[src/rtl/pipeline_stall_ctrl_if.sv]
// Stall/flush request and pipeline-control bundle for pipeline_stall_ctrl.
// slave = controller side, master = pipeline/top-level side.
interface pipeline_stall_ctrl_if #(
    parameter int CNT_W = 16
);
    logic             hazard_Detected;
    logic             branch_taken;
    logic             mem_access;
    logic             mem_ready;
    logic             freeze_pc;
    logic             freeze_if_id;
    logic             freeze_id_exe;
    logic             freeze_exe_mem;
    logic             bubble_mem_wb;
    logic             flush_if_id;
    logic             bubble_id_exe;
    logic             mem_busy;
    logic             timeout_err;
    logic [CNT_W-1:0] stall_cycles;
    logic [CNT_W-1:0] hazard_stalls;

    modport slave (
        input  hazard_Detected, branch_taken, mem_access, mem_ready,
        output freeze_pc, freeze_if_id, freeze_id_exe, freeze_exe_mem,
        output bubble_mem_wb, flush_if_id, bubble_id_exe,
        output mem_busy, timeout_err, stall_cycles, hazard_stalls
    );

    modport master (
        output hazard_Detected, branch_taken, mem_access, mem_ready,
        input  freeze_pc, freeze_if_id, freeze_id_exe, freeze_exe_mem,
        input  bubble_mem_wb, flush_if_id, bubble_id_exe,
        input  mem_busy, timeout_err, stall_cycles, hazard_stalls
    );
endinterface

[src/rtl/pipeline_stall_ctrl.sv]
// Pipeline stall/flush arbiter with memory-wait FSM and timeout watchdog.
// Define STALL_PERF_CNT_EN to add saturating stall performance counters.
module pipeline_stall_ctrl #(
    parameter int TIMEOUT = 255,
    parameter int TO_W    = 8,
    parameter int CNT_W   = 16
) (
    input logic                clk,
    input logic                rst,
    pipeline_stall_ctrl_if.slave bus
);

    typedef enum logic [0:0] {
        RUN      = 1'b0,
        MEM_WAIT = 1'b1
    } state_t;

    localparam logic [TO_W-1:0] TO_LIM = TO_W'(TIMEOUT);

    state_t          state_q, state_d;
    logic [TO_W-1:0] wdog_q, wdog_d;
    logic            mem_busy_q, mem_busy_d;
    logic            timeout_err_q, timeout_err_d;

    logic mem_wait_now;
    logic hazard_win;
    logic f_pc, f_if_id, f_id_exe, f_exe_mem;
    logic b_mem_wb, fl_if_id, b_id_exe;

    assign mem_wait_now = bus.mem_access & ~bus.mem_ready;

    // Memory wait outranks branch, branch outranks hazard.
    always_comb begin
        f_pc       = 1'b0;
        f_if_id    = 1'b0;
        f_id_exe   = 1'b0;
        f_exe_mem  = 1'b0;
        b_mem_wb   = 1'b0;
        fl_if_id   = 1'b0;
        b_id_exe   = 1'b0;
        hazard_win = 1'b0;
        if (mem_wait_now) begin
            f_pc      = 1'b1;
            f_if_id   = 1'b1;
            f_id_exe  = 1'b1;
            f_exe_mem = 1'b1;
            b_mem_wb  = 1'b1;
        end else if (bus.branch_taken) begin
            fl_if_id = 1'b1;
            b_id_exe = 1'b1;
        end else if (bus.hazard_Detected) begin
            f_pc       = 1'b1;
            f_if_id    = 1'b1;
            b_id_exe   = 1'b1;
            hazard_win = 1'b1;
        end
    end

    always_comb begin
        state_d       = state_q;
        wdog_d        = '0;
        timeout_err_d = timeout_err_q;
        unique case (state_q)
            RUN: begin
                if (mem_wait_now) state_d = MEM_WAIT;
            end
            MEM_WAIT: begin
                if (!mem_wait_now) state_d = RUN;
                wdog_d = (wdog_q == TO_LIM) ? wdog_q : wdog_q + 1'b1;
                if (wdog_d == TO_LIM) timeout_err_d = 1'b1;
            end
            default: state_d = RUN;
        endcase
        mem_busy_d = (state_d == MEM_WAIT);
    end

    always_ff @(posedge clk or posedge rst) begin
        if (rst) begin
            state_q       <= RUN;
            wdog_q        <= '0;
            mem_busy_q    <= 1'b0;
            timeout_err_q <= 1'b0;
        end else begin
            state_q       <= state_d;
            wdog_q        <= wdog_d;
            mem_busy_q    <= mem_busy_d;
            timeout_err_q <= timeout_err_d;
        end
    end

    assign bus.freeze_pc      = f_pc;
    assign bus.freeze_if_id   = f_if_id;
    assign bus.freeze_id_exe  = f_id_exe;
    assign bus.freeze_exe_mem = f_exe_mem;
    assign bus.bubble_mem_wb  = b_mem_wb;
    assign bus.flush_if_id    = fl_if_id;
    assign bus.bubble_id_exe  = b_id_exe;
    assign bus.mem_busy       = mem_busy_q;
    assign bus.timeout_err    = timeout_err_q;

`ifdef STALL_PERF_CNT_EN
    logic [CNT_W-1:0] stall_cycles_q, stall_cycles_d;
    logic [CNT_W-1:0] hazard_stalls_q, hazard_stalls_d;

    // Counters stick at all-ones instead of wrapping.
    always_comb begin
        stall_cycles_d  = stall_cycles_q;
        hazard_stalls_d = hazard_stalls_q;
        if (f_pc && (stall_cycles_q != '1))
            stall_cycles_d = stall_cycles_q + 1'b1;
        if (hazard_win && (hazard_stalls_q != '1))
            hazard_stalls_d = hazard_stalls_q + 1'b1;
    end

    always_ff @(posedge clk or posedge rst) begin
        if (rst) begin
            stall_cycles_q  <= '0;
            hazard_stalls_q <= '0;
        end else begin
            stall_cycles_q  <= stall_cycles_d;
            hazard_stalls_q <= hazard_stalls_d;
        end
    end

    assign bus.stall_cycles  = stall_cycles_q;
    assign bus.hazard_stalls = hazard_stalls_q;
`else
    assign bus.stall_cycles  = '0;
    assign bus.hazard_stalls = '0;
`endif

endmodule

[src/flat_wrapper.sv]
// flat-port wrapper written by rule: the top's interface ports become plain ports
module pipeline_stall_ctrl_flat 
#(
    parameter int TIMEOUT = 255,
    parameter int TO_W    = 8,
    parameter int CNT_W   = 16
)
  (clk, rst, bus_hazard_Detected, bus_branch_taken, bus_mem_access, bus_mem_ready, bus_freeze_pc, bus_freeze_if_id, bus_freeze_id_exe, bus_freeze_exe_mem, bus_bubble_mem_wb, bus_flush_if_id, bus_bubble_id_exe, bus_mem_busy, bus_timeout_err, bus_stall_cycles, bus_hazard_stalls);
  pipeline_stall_ctrl_if #(.CNT_W(CNT_W)) bus_i ();
  input logic clk;
  input logic rst;
  input wire logic [$bits(bus_i.hazard_Detected)-1:0] bus_hazard_Detected;
  input wire logic [$bits(bus_i.branch_taken)-1:0] bus_branch_taken;
  input wire logic [$bits(bus_i.mem_access)-1:0] bus_mem_access;
  input wire logic [$bits(bus_i.mem_ready)-1:0] bus_mem_ready;
  output wire logic [$bits(bus_i.freeze_pc)-1:0] bus_freeze_pc;
  output wire logic [$bits(bus_i.freeze_if_id)-1:0] bus_freeze_if_id;
  output wire logic [$bits(bus_i.freeze_id_exe)-1:0] bus_freeze_id_exe;
  output wire logic [$bits(bus_i.freeze_exe_mem)-1:0] bus_freeze_exe_mem;
  output wire logic [$bits(bus_i.bubble_mem_wb)-1:0] bus_bubble_mem_wb;
  output wire logic [$bits(bus_i.flush_if_id)-1:0] bus_flush_if_id;
  output wire logic [$bits(bus_i.bubble_id_exe)-1:0] bus_bubble_id_exe;
  output wire logic [$bits(bus_i.mem_busy)-1:0] bus_mem_busy;
  output wire logic [$bits(bus_i.timeout_err)-1:0] bus_timeout_err;
  output wire logic [$bits(bus_i.stall_cycles)-1:0] bus_stall_cycles;
  output wire logic [$bits(bus_i.hazard_stalls)-1:0] bus_hazard_stalls;
  assign bus_i.hazard_Detected = bus_hazard_Detected;
  assign bus_i.branch_taken = bus_branch_taken;
  assign bus_i.mem_access = bus_mem_access;
  assign bus_i.mem_ready = bus_mem_ready;
  assign bus_freeze_pc = bus_i.freeze_pc;
  assign bus_freeze_if_id = bus_i.freeze_if_id;
  assign bus_freeze_id_exe = bus_i.freeze_id_exe;
  assign bus_freeze_exe_mem = bus_i.freeze_exe_mem;
  assign bus_bubble_mem_wb = bus_i.bubble_mem_wb;
  assign bus_flush_if_id = bus_i.flush_if_id;
  assign bus_bubble_id_exe = bus_i.bubble_id_exe;
  assign bus_mem_busy = bus_i.mem_busy;
  assign bus_timeout_err = bus_i.timeout_err;
  assign bus_stall_cycles = bus_i.stall_cycles;
  assign bus_hazard_stalls = bus_i.hazard_stalls;
  pipeline_stall_ctrl #(.TIMEOUT(TIMEOUT), .TO_W(TO_W), .CNT_W(CNT_W)) u_core (.clk(clk), .rst(rst), .bus(bus_i));
endmodule
[config.mk]
export PLATFORM = sky130hd
export DESIGN_NAME = pipeline_stall_ctrl_flat
export DESIGN_NICKNAME = d
export VERILOG_FILES = /design/src/rtl/pipeline_stall_ctrl_if.sv /design/src/rtl/pipeline_stall_ctrl.sv /design/src/flat_wrapper.sv
export SDC_FILE = /design/constraint.sdc
export NUM_CORES = 1
export LEC_CHECK = 0
export ABC_AREA = 1
export BUFFER_PORTS_ARGS = -buffer_cell sky130_fd_sc_hd__buf_2
export CORE_MARGIN = 3
export CORE_UTILIZATION = 40
export CTS_BUF_LIST = sky130_fd_sc_hd__clkbuf_4 sky130_fd_sc_hd__clkbuf_8 sky130_fd_sc_hd__clkbuf_16
export CTS_CLUSTER_DIAMETER = 60
export DETAILED_ROUTE_END_ITERATION = 10
export PLACE_DENSITY_LB_ADDON = 0.3
export RECOVER_POWER = 25
export SKIP_CTS_REPAIR_TIMING = 1
export SYNTH_ARGS = -nofsm -noshare
export SYNTH_HDL_FRONTEND = slang
export SYNTH_SLANG_ARGS = --single-unit
[constraint.sdc]
create_clock -name clk -period 3.5 [get_ports clk]
set_clock_uncertainty 0.05 [all_clocks]
set_input_delay 0.175 -clock clk [delete_from_list [all_inputs] [get_ports clk]]
set_output_delay 0.175 -clock clk [all_outputs]
set_load 0.05 [all_outputs]
# ---- After elaboration in Yosys (flattened, before gate mapping)
# Index checks and enable logic that the tools add are counted.
dict set report word_totals {
  ff_bits 10
}
dict set report op_classes {
  muxes 10
  addsub 1
  eq_ne 2
  reduce_logical 1
  bitwise 2
}
# cell n
set op_table {}
lappend op_table {{== test 8 bit (second input constant)} 2}
lappend op_table {{two-way mux 8 bit} 2}
lappend op_table {{adder 8 x 1 -> 8 bit (second input constant)} 1}
lappend op_table {{two-way mux 1 bit} 8}
lappend op_table {{AND reduction 2 bit} 1}
lappend op_table {{bitwise AND 1 bit} 1}
lappend op_table {{inverter 1 bit} 1}

# ---- Depth between registers and ports, before layout
# Gate-level depths: netlist (run 1).
dict set report logic_depth {
  word_depth 4
  mapped_depth 10
  depth_no_buf 10
}

# ---- Worst setup path after synthesis (run 1)
# Ideal clock, no wire load.
dict set report synth_path {
  kind {input to output}
  startpoint {input port bus_mem_access}
  endpoint {output port bus_bubble_id_exe}
  required_ps 3275
  t_arrival_ps 1480
  path_stages 3
  path_buffers 0
  slack_ps 1795
  cell_sequence {inv_1 nor2_1 a21oi_1}
}
dict set report synth_via {
  elab_chain_len 2
}
# item line_no
set synth_rtl {}
lappend synth_rtl {{from (decl)} flat_wrapper.sv:14} ;# input wire logic [$bits(bus_i.mem_access)-1:0] bus_mem_access;
lappend synth_rtl {{bitwise AND 1 bit} pipeline_stall_ctrl.sv:30} ;# assign mem_wait_now = bus.mem_access & ~bus.mem_ready;
lappend synth_rtl {{two-way mux 1 bit} pipeline_stall_ctrl.sv:42} ;# if (mem_wait_now) begin
lappend synth_rtl {{to (decl)} flat_wrapper.sv:22} ;# output wire logic [$bits(bus_i.bubble_id_exe)-1:0] bus_bubble_id_exe;
# No other way between the ends.

# ---- Worst setup path after layout (run 1)
dict set report layout_path {
  startpoint {register u_core.wdog_q[1]}
  endpoint {register u_core.timeout_err_q, in the netlist u_core.bus.timeout_err}
}
dict set report layout_via {
  elab_chain_len 4
  word_cells_on_any_way 5
}
# item line_no
set layout_rtl {}
lappend layout_rtl {{from (decl)} pipeline_stall_ctrl.sv:21} ;# logic [TO_W-1:0] wdog_q, wdog_d;
lappend layout_rtl {{from (signal assigned)} pipeline_stall_ctrl.sv:85} ;# wdog_q <= wdog_d;
lappend layout_rtl {{adder 8 x 1 -> 8 bit or == test 8 bit (tied branches)} pipeline_stall_ctrl.sv:69} ;# wdog_d = (wdog_q == TO_LIM) ? wdog_q : wdog_q + 1'b1;
lappend layout_rtl {{two-way mux 8 bit (*)} pipeline_stall_ctrl.sv:69}
lappend layout_rtl {{== test 8 bit (*)} pipeline_stall_ctrl.sv:70} ;# if (wdog_d == TO_LIM) timeout_err_d = 1'b1;
lappend layout_rtl {{AND reduction 2 bit (no line) (*)} -}
lappend layout_rtl {{to (signal assigned)} pipeline_stall_ctrl.sv:87} ;# timeout_err_q <= timeout_err_d;
lappend layout_rtl {{to (decl)} pipeline_stall_ctrl.sv:23} ;# logic timeout_err_q, timeout_err_d;
# Mark *: on every way between the ends. The rest lies on a longest branch, timed or not.
# A chain may end at the register's enable or synchronous reset.

==> results of run 1 <==
==> power groups by stage <==
| stage | clock [µW] | combinational, µW | sequential [µW] |
|---|---|---|---|
| after floorplan | 0 | 135 | 123 |
| after global placement | 0 | 116 | 121 |
| after detailed placement | 0 | 116 | 121 |
| after CTS | 105 | 116 | 119 |
| after global routing | 112 | 124 | 119 |
| final | 103 | 118 | 119 |
==> cell usage in the layout, fill, tap and decap left out <==
cell	instances
dlygate4sd3_1	1
nand2_2	3
clkbuf_8	1
inv_1	12
dfrtp_1	10
nor2_4	2
and2_1	1
o22ai_1	1
a31oi_1	1
nand3_1	9
buf_2	13
clkbuf_4	3
xnor2_1	1
clkbuf_1	1
o21ai_1	1
o21bai_1	1
ha_1	1
xor2_1	1
conb_1	32
nand2_1	22
nor2_1	10
a21oi_1	6
==> cell type report <==
| class | instances | area (µm²) |
|---|---|---|
| Timing Repair Buffer | 15 | 78.83 |
| Fill cell | 220 | 1140 |
| Multi-Input combinational cell | 92 | 417.9 |
| Tap cell | 27 | 33.78 |
| Sequential cell | 10 | 250.2 |
| Inverter | 12 | 45.04 |
| Clock buffer | 4 | 36.28 |
==> metrics by stage <==
stage	setup slack (ns)	hold WS (ns)	std cells	util, %	instance area (µm²)
after floorplan	1.795	-0.03482	150	-	987.2
after global placement	1.965	0.1192	155	40.81	817.0
after detailed placement	1.889	0.1194	155	40.81	817.0
after CTS	1.864	-0.1646	159	42.63	853.3
after global routing	1.726	0.1824	160	43.06	862.1
final	1.858	0.1182	160	43.06	862.1
==> synthesized netlist by cell type <==
cell type	instances	area share, %
nand2_1	22	9.5
inv_1	12	5.2
and2_1	1	0.72
buf_6	1	1.3
nor2_4	2	2.6
a31oi_1	1	0.72
o21ai_1	1	0.57
a21oi_1	6	3.4
buf_4	35	30
nor2_1	10	4.3
xor2_1	1	1.0
dfrtp_1	10	29
conb_1	1	0.43
nand3_1	9	5.2
nand2_2	3	2.2
o21bai_1	1	0.86
o22ai_1	1	0.72
ha_1	1	1.4
xnor2_1	1	1.0
==> sequential cells by signal (all words and copies together), names as in the netlist <==
signal,count
u_core.bus.timeout_err,1
u_core.state_q,1
u_core.wdog_q,8
==> critical path, delay by kind of cell (launching register included) <==
kind	cells	cell delay, ns
adder cells (fa/ha/maj)	1	0.25
AO/OA/AOI/OAI	1	0.21
flip-flops	1	0.41
AND/OR/NAND/NOR	7	0.67
==> per-layer routing <==
metal / vias to the layer above / track usage, % / wire length (µm)
li1: 326 / - / -
met1: 285 / 12.94 / 600
met2: 30 / 18.39 / 702
met3: 3 / 1.994 / 126
met4: 0 / 3.830 / 14
met5: - / 0 / 0
==> logic make-up after synthesis <==
kind of cell / after synthesis
buffers and inverters: 48
AND/OR/NAND/NOR: 47
AO/OA/AOI/OAI: 10
flip-flops: 10
XOR/XNOR: 2
adder cells (fa/ha/maj): 1
other: 1
==> how the worst max path moves through the flow <==
stage / startpoint / to / slack, ns / depth (start not counted)
floorplan: bus_mem_access / bus_bubble_id_exe / 1.79 / 3
global placement: u_core.wdog_q[1]$_DFF_PP0_ / u_core.bus.timeout_err$_DFFE_PP0P_ / 1.96 / 9
detailed placement: u_core.wdog_q[1]$_DFF_PP0_ / u_core.bus.timeout_err$_DFFE_PP0P_ / 1.89 / 9
CTS: u_core.wdog_q[1]$_DFF_PP0_ / u_core.bus.timeout_err$_DFFE_PP0P_ / 1.86 / 9
global route: u_core.wdog_q[0]$_DFF_PP0_ / u_core.bus.timeout_err$_DFFE_PP0P_ / 1.73 / 9
finish: u_core.wdog_q[1]$_DFF_PP0_ / u_core.bus.timeout_err$_DFFE_PP0P_ / 1.86 / 9
==> results.txt, run 1 <==
The area of the core is 2002 µm². The sum of negative setup slack came out at 0 ns. The total number of placement rows came out at 16.

The global-route usage over all layers is 10.63%. The worst hold path passes through 2 cells. The switching share of power came out at 43.99%. Along the worst path, the maximum fanout reaches 13. The insertion delay of the later-clocked pin in the worst-skew pair is around 0.26 ns. The mean area per synthesized cell came out at 7.318 µm². The pin count of the biggest net entering global routing came out at 14. The final-report setup violation count came out at 0. The analysis attributes to cell leakage a power of approximately 0.00048 µW. The wire length of the first global-routing pass came out at 2.270 mm. The total chip power came out at 339.3 µW. The first-pass iteration count of the detailed router came out at 4. At the end of routability-driven placement, the weighted congestion stood at 0.8311.

In the final layout, the share of cells above drive strength 1 is between 10% and 20%. The critical hold path startpoint is bus_mem_ready. 0 antenna diodes ended up in the layout. The detail route stage leaves a number of antenna-violating nets equal to 0.

The sort of element at the start of the critical path is a flip-flop. The number of remaining DRC errors came out at 0. The share of total power dissipated in the clock network is 30.4%. The initial utilization of the core area, before any placement, comes to 43.50%. The internal power of the cells totals 190.0 µW. The flow ran to the end, and the final reports show no timing, DRC or antenna violations. The die outline area is 2773 µm².

The net switching component of the power is 149.3 µW. After global routing the overflow that remains totals 0. The via total after detailed routing came out at 644. The via count of the first global-routing pass came out at around 600. The chip height came out at 52.66 µm. For this run, the top clock speed supported by timing is between 600 and 700 MHz. The number of antenna violations at the first check in global routing came to 0. The count of final hold-check violations came out at 0. The mux contribution to synthesized area is 0%.

The combinational family with the most area after synthesis is buffers and inverters. The largest stage delay on the critical path came out at 0.41 ns. For the worst setup path, the data arrival time is 1.80 ns. The end of the worst hold path is u_core.state_q$_DFF_PP0_. The adder and majority cell fraction of the synthesized area came out at under 10%. The kind of end point of the critical path is a flip-flop. The number of max-slew violations in the final report was 0. The reg-to-reg critical path startpoint is u_core.wdog_q[1]$_DFF_PP0_.

The clock sink total came out at 10. The DRC marker count from the first detailed-route iteration is 14. The area added between synthesis and finish is -1.006%. CTS built an H-tree with a depth of 1. The maximum vdd ir drop is 0.1736 mV.

The post-synthesis xor/xnor area fraction came out at 2.011%. The post-CTS clock slew at the launch and capture registers of the worst setup and hold paths came out at 0.07 ns. No sink is reached through more buffers than the 2 on the longest clock path.

The count of nets after finishing came out at 141. The I/O pin count came out at 47. Clock tree synthesis selected as its root buffer the cell clkbuf_4. The number of register bits inferred by synthesis came out at 10. The number of distinct standard cells referenced by the synthesized netlist is 19. Traced cell by cell, the critical path runs through ha_1, nand2_2, nor2_4, nand2_2, o21ai_1, nand2_1, nor2_1, nand2_1, nand2_1. The critical path in this run is classified as reg -> reg. The mean number of vias per cell came out at 4.025. The required time of the critical path came out at 3.66 ns. Setup repair after global routing left no endpoint under its margin. The total power divided by cell area came out at between 300 and 400 nW/µm².

The synthesized-area fraction occupied by ao, oa, aoi and oai cells is under 10%. The worst-case reg-to-reg path depth came out at 9. During synthesis, Yosys emitted a total of 0 warnings. Among the stages of the critical path, the cell type that occurs most often is nand2_1. The capture point of the worst reg-to-reg path is u_core.bus.timeout_err$_DFFE_PP0P_. Per report_power, the combinational group accounts for 34.7% of the total.

The share of the yosys chip area belonging to registers is between 20 and 30%. Measured along the x axis, the die boundary spans 52.66 µm. The total wire length after detailed routing came out at approximately 1.4 mm.

Across the run, the number of max-cap violations was 0. The proportion of power drawn by flip-flops and latches came out at a little over a third. The post-synthesis instance area is between 800 and 900 µm². The half-perimeter wire length of the detailed placement result is 1.191 mm. The post-synthesis simple-gate area fraction came out at 24.43%. TritonCTS built the clock tree.

The number of clock buffers added by TritonCTS is 3. The final routed wire length divided by cell count came out at ~9.0 µm. For the finished layout, the period the worst path requires is 1.642 ns. The final worst-path cycle share is between 40% and 50%.

Among all stages on the critical path, the largest delay is contributed by dfrtp_1. The register-to-register setup slack came out at ~1.9 ns. The min-delay analysis places its worst path in the category in -> reg. Port buffering added 14 buffers. The synthesized instance count came out at 119.
No activity file was read; power rests on OpenSTA's default activity.
==> run 2: changes to the inputs <==
==> constraint.sdc (replaced) <==
create_clock -name clk -period 1.4 [get_ports clk]
set_clock_uncertainty 0.05 [all_clocks]
set_input_delay 0.07 -clock clk [delete_from_list [all_inputs] [get_ports clk]]
set_output_delay 0.07 -clock clk [all_outputs]
set_load 0.05 [all_outputs]
==> run 2 against run 1 <==
The flow now finishes with violations (negative setup slack); total power increased by 140%; setup slack got worse by 1.9 ns; sequential power is 150% higher; maximum frequency up 17%; routed wire length is 14% higher; critical path type unchanged; largest power group is now combinational logic; highest routed layer unchanged.
==> results.txt, run 2 (synthesis results as in run 1) <==
Leaving out fill and tap cells, the most frequent cells in the layout are conb_1 (32), nand2_1 (21), buf_2 (14). The number of clock buffers inserted by TritonCTS is 3. The final-report setup violation count came out at 1. The last weighted congestion value of the routability-driven placer is 0.8784. The min-delay analysis places its worst path in the category in -> reg.

The flow ran to the end, but the final reports show violations. The arrival time of the worst setup path came out at around 1.6 ns. The critical path class is reg -> reg. The count of fill cells added during filler insertion came out at between 200 and 250. The final routed wire length divided by cell count is 9.443 µm.

For this configuration, the core starts out at a cell density of 43.50%. The required time of the critical path came out at 1.55 ns. The max capacitance violation total is 0. After the first detailed-routing iteration, the DRC count stood at 11. The longest clock path from root to sink contains 2 buffers. The library cell used most frequently in the layout, excluding fill and tap cells, is conb_1.

The via count of the first global-routing pass came to 585. VDD sags by at most 0.5087 mV. The depth of the CTS H-tree is 1. The placed standard-cell area came out at 917.1 µm². The total number of placement rows came out at 16. After detailed routing, the number of remaining DRC violations is 0.

Summed over all cells, the static leakage comes to roughly 0.00057 µW. The area growth from synthesis to layout is 18.68%. The die outline area is 2773 µm². The finished cells cover roughly 1000 µm². Setup repair after global routing could not meet its margin everywhere. After layout, the worst setup slack is -0.007971 ns. The post-placement cell count is 168. The kind of end point of the critical path is a flip-flop. The number of antenna diodes in the final layout is 0. In this run the worst path has a maximum fanout of 5. The remaining number of nets flagged by the antenna check after routing came out at 0.

The number of max-slew violations in the final report came out at 0. The I/O pin count is 47. The post-route netlist has approximately a third of its cells at a drive strength greater than 1.

Subtracting the final worst setup slack from the clock period gives 1.408 ns. The remaining global-route overflow came out at 0. The insertion delay of the later-clocked pin in the worst-skew pair is roughly 0.26 ns. The count of nets after finishing came out at 156. Using the TritonRoute via totals, the vias-per-cell ratio works out to 4.149.

The area of the core came out at 2002 µm². The first global-routing pass estimated 2.346 mm of wire. The chip height came out at around 53 µm. The multi-input logic area is about 490 µm².

The final reports fail on negative setup slack. Setup total negative slack on the finished layout was measured at -0.007971 ns. The area of all sequential standard cells came out at between 200 and 300 µm². The via total after detailed routing came out at 722.

Once layout is complete, the cells apart from fillers number ~170. Wires add up to around 1.6 mm. Summed over all nets, the half-perimeter wirelength after detailed placement is 1.299 mm. The final worst-path cycle share came out at 100.6%.

The clock sink total is 10. The first detailed-routing pass ran for 4 iterations. The flip-flop count of the largest register after layout is 8. The register containing the most flip-flops in the final layout is u_core.wdog_q. TritonCTS built the clock tree. The maximum operating frequency is 710.2 MHz. The number of antenna violations at the first check in global routing came out at 0. The count of final hold-check violations came out at 0. In this run the clock root is driven by a clkbuf_4. The pin count of the biggest net entering global routing is 11. STA classifies the critical path startpoint as a flip-flop. The global-route usage over all layers is 11.45%. Measured along the x axis, the die boundary spans 52.66 µm. Dividing total power by cell area gives a power density of 777.2 nW/µm².

After clock tree synthesis, the clock-pin slew on the worst setup and hold paths is 0.06 ns. The number of port buffers came out at 14.
[run 2: final timing paths]
| check | start | to | slack (ns) | cells past startpoint |
|---|---|---|---|---|
| max reg2reg | u_core.wdog_q[1]$_DFF_PP0_ | u_core.bus.timeout_err$_DFFE_PP0P_ | -0.008 | 10 |
| min reg2reg | u_core.bus.timeout_err$_DFFE_PP0P_ | u_core.bus.timeout_err$_DFFE_PP0P_ | 0.42 | 2 |
| min in group asynchronous | rst | u_core.wdog_q[1]$_DFF_PP0_ | 0.27 | 3 |
| min | bus_mem_access | u_core.state_q$_DFF_PP0_ | 0.03 | 3 |
| max | u_core.wdog_q[1]$_DFF_PP0_ | u_core.bus.timeout_err$_DFFE_PP0P_ | -0.008 | 10 |
| max in group asynchronous | rst | u_core.wdog_q[4]$_DFF_PP0_ | 0.73 | 3 |
[run 2: critical path, stage by stage (launching register included)]
cell and delay [ns]:
dfrtp_1 0.39, ha_4 0.17, nand2_4 0.06, nor2_4 0.14, nand2_4 0.09, buf_4 0.14, nand2_2 0.06, nand3_2 0.07
nor2_1 0.08, nand2_1 0.05, nand2_1 0.05
[run 2: area by class of cell]
type / instances / area share (%)
Multi-Input combinational cell: 93 / 47.34
Sequential cell: 10 / 24.33
Tap cell: 27 / 3.269
Inverter: 12 / 4.358
Timing Repair Buffer: 29 / 18.52
Clock buffer: 3 / 2.179
[run 2: report_power, final]
| part | internal [µW] | switching, µW | total, µW |
|---|---|---|---|
| logic | 38.5 | 276 | 315 |
| clock network | 99.1 | 92.7 | 192 |
| registers | 293 | 3.52 | 297 |
| total | 431 | 373 | 803 |
[run 2: stage by stage]
step / power, µW / util, % / hold WS [ns] / worst slack [ns]
5_1_grt: 829.1 / 51.63 / 0.05109 / -0.1263
4_1_cts: 793.3 / 46.94 / -0.2590 / -0.04815
2_1_floorplan: 643.8 / - / -0.1398 / 0.01689
3_3_place_gp: 602.8 / 45.81 / 0.01429 / -0.01433
3_5_place_dp: 604.1 / 45.81 / 0.01798 / -0.02880
6_report: 803.2 / 51.63 / 0.02860 / -0.007971
[run 2: layer usage]
| layer | vias up | wire [µm] | global-route usage, % |
|---|---|---|---|
| met3 | 2 | 120 | 2.564 |
| met5 | - | 0 | 0 |
| met1 | 327 | 668 | 13.24 |
| li1 | 358 | - | - |
| met2 | 35 | 841 | 20.45 |
| met4 | 0 | 12 | 3.830 |
==> run 3: changes to the inputs <==
--- a/config.mk
+++ b/config.mk
@@ -12,6 +12,7 @@
 export CTS_BUF_LIST = sky130_fd_sc_hd__clkbuf_4 sky130_fd_sc_hd__clkbuf_8 sky130_fd_sc_hd__clkbuf_16
 export CTS_CLUSTER_DIAMETER = 60
 export DETAILED_ROUTE_END_ITERATION = 10
+export GPL_TIMING_DRIVEN = 0
 export PLACE_DENSITY_LB_ADDON = 0.3
 export RECOVER_POWER = 25
 export SKIP_CTS_REPAIR_TIMING = 1
==> run 3 against run 2 <==
The flow still finishes with violations (negative setup slack); first-iteration DRC count down 64%; register-to-register slack about the same; routed wire length increased by 2.1%; cell area up 13%; total power rose by 8.5%; critical path type unchanged; largest cell class unchanged.
==> results.txt, run 3 (synthesis results as in run 1) <==
Dividing total power by cell area gives a power density of 747.5 nW/µm². The half-perimeter wire length of the detailed placement result came out at approximately 1.4 mm. Summed over all layers, the routed wires come to 1.678 mm. The maximum vdd ir drop is 0.5368 mV. 0 antenna diodes ended up in the layout. The register-to-register setup slack is -0.02 ns. The worst setup margin is -0.01956 ns. The register with the most flip-flops in the final layout is u_core.wdog_q. The shortest period the worst path allows came out at approximately 1.4 ns.

The number of port buffers came out at 14. The chip height came out at 52.66 µm. The pin count of the biggest net entering global routing came out at 11. The worst register-to-register path begins at u_core.wdog_q[1]$_DFF_PP0_. STA puts the critical path data arrival time at 1.53 ns. Once detail routing completed, the nets flagged for antenna violations numbered 0. The congestion estimate from routability-driven global placement came to 0.8155. The depth of the CTS H-tree came out at 1. The worst setup path is captured at a flip-flop. The number of antenna violations at the first check in global routing came out at 0. The clock sink total came out at 10. The path class of the tightest hold or removal check is in -> async. The required time of the critical path is 1.51 ns. The total number of placement rows is 16. The number of max-slew violations in the final report came out at 0. The post-route netlist has 37.06% of its cells at a drive strength greater than 1.

The final worst-path cycle share came out at 101.4%. The I/O pin count came out at 47. The final-report setup violation count is 1. The max capacitance violation total is 0. TritonCTS built the clock tree. The final routed wire length divided by cell count came out at 8.518 µm. The count of final hold-check violations came out at 0.

The flow ran to the end, but the final reports show violations. Setup repair after global routing could not meet its margin everywhere. Of all nets on the critical path, the largest fanout is 4. The most critical setup path has its endpoint at u_core.bus.timeout_err$_DFFE_PP0P_.

The via count of the first global-routing pass was 667. The worst-case reg-to-reg path depth is 9. For this run, the share of the core covered by cells in the final layout is 58.25%. For this run, the top clock speed supported by timing is between 700 and 800 MHz. The area of the core came out at 2002 µm². The area added between synthesis and finish came out at 33.91%. The endpoint identified for the worst register-to-register timing path is u_core.bus.timeout_err$_DFFE_PP0P_. The analysis attributes to cell leakage a power of ~0.0007 µW.

TritonCTS created 3 clock buffers. The post-CTS clock slew at the launch and capture registers of the worst setup and hold paths came out at approximately 0.060 ns. The register with the most flip-flops in the layout has 8 of them. After detailed routing, the number of vias per cell comes to 3.893. The clock reaches the later pin of the worst-skew pair after ~0.26 ns. The count of nets after finishing is between 150 and 200. The checks that failed: negative setup slack. The die covers 2773 µm².

The floorplan step set the die width to 52.66 µm. The minimum setup slack after placement came out at -0.1118 ns. The finished layout cell area came out at 1166 µm². The first-pass iteration count of the detailed router came out at 3. Tracing the worst setup path back leads to its startpoint at u_core.wdog_q[1]$_DFF_PP0_. The placed standard-cell area came out at 1094 µm².

The top cell types in the final layout, fill and taps aside, are buf_4 (36), conb_1 (32), nand2_1 (22). The buffer depth of the longest clock path is 2. The number of remaining DRC errors came out at 0.

The via total after detailed routing came out at ~770. The sum of negative setup slack is -0.01956 ns. Once the floorplan was initialized, standard cells occupied 43.50% of the core. The global-route usage over all layers is ~13%. After the first detailed-routing iteration, the DRC count stood at 4.

In this run the clock root is driven by a clkbuf_4. The worst setup path is launched from a flip-flop. The critical path in this run is classified as reg -> reg. Leaving out fill and tap cells, the most frequent cell in the layout is buf_4. The wire length of the first global-routing pass came out at ~2.5 mm. The count of fill cells added during filler insertion is 205. Global routing finished with a remaining overflow of 0.
## run 3: changes by cell type in the layout (fill, tap and decap cells not counted), sizes merged
cell / delta
buf: +24
nand2: -1
## run 3: worst min-delay path by stage
stage | startpoint | to | slack (ns)
floorplan | rst | u_core.bus.timeout_err$_DFFE_PP0P_ | -0.14
global placement | rst | u_core.wdog_q[1]$_DFF_PP0_ | 0.01
detailed placement | rst | u_core.wdog_q[1]$_DFF_PP0_ | 0.02
CTS | rst | u_core.wdog_q[5]$_DFF_PP0_ | -0.27
global route | rst | u_core.wdog_q[0]$_DFF_PP0_ | 0.32
finish | rst | u_core.wdog_q[4]$_DFF_PP0_ | 0.28
## run 3: cell type report
cell class                      count  area [µm²]  area share (%)
Inverter                           12       45.04           3.863
Multi-Input combinational cell     92       441.7           37.88
Buffer                             36       274.0           23.50
Clock buffer                        3       22.52           1.931
Timing Repair Buffer               17       97.59           8.369
Tap cell                           27       33.78           2.897
Sequential cell                    10       251.5           21.57
## run 3: layer usage
metal | part of all wire [%] | global-route usage [%] | vias to the layer above | routed length [µm]
li1 | - | - | 405 | -
met1 | 37 | 13.00 | 325 | 629
met2 | 52 | 21.90 | 32 | 876
met3 | 6.9 | 1.994 | 5 | 116
met4 | 3.3 | 11.49 | 0 | 55
met5 | 0 | 0 | - | 0
## run 3: report_power, final
part / switching [µW] / internal [µW]
combinational: 285 / 96.1
clock: 94.0 / 99.2
sequential: 4.69 / 293
## run 3: critical path, stage by stage (launching register included)
cell	delay, ns
dfrtp_2	0.44
ha_4	0.17
buf_4	0.13
nand3_1	0.07
xor2_1	0.19
nand2_1	0.07
nand2_1	0.06
nor2_1	0.04
nand2_1	0.04
nand2_1	0.04
## run 3: per-stage QoR
| stage | total power (µW) | std cells | hold slack, ns |
|---|---|---|---|
| final | 871.7 | 197 | 0.2806 |
| after global routing | 914.7 | 197 | 0.3240 |
| after CTS | 868.2 | 194 | -0.2688 |
| after detailed placement | 671.7 | 191 | 0.01849 |
| after global placement | 669.4 | 191 | 0.01076 |
| after floorplan | 643.8 | 150 | -0.1398 |
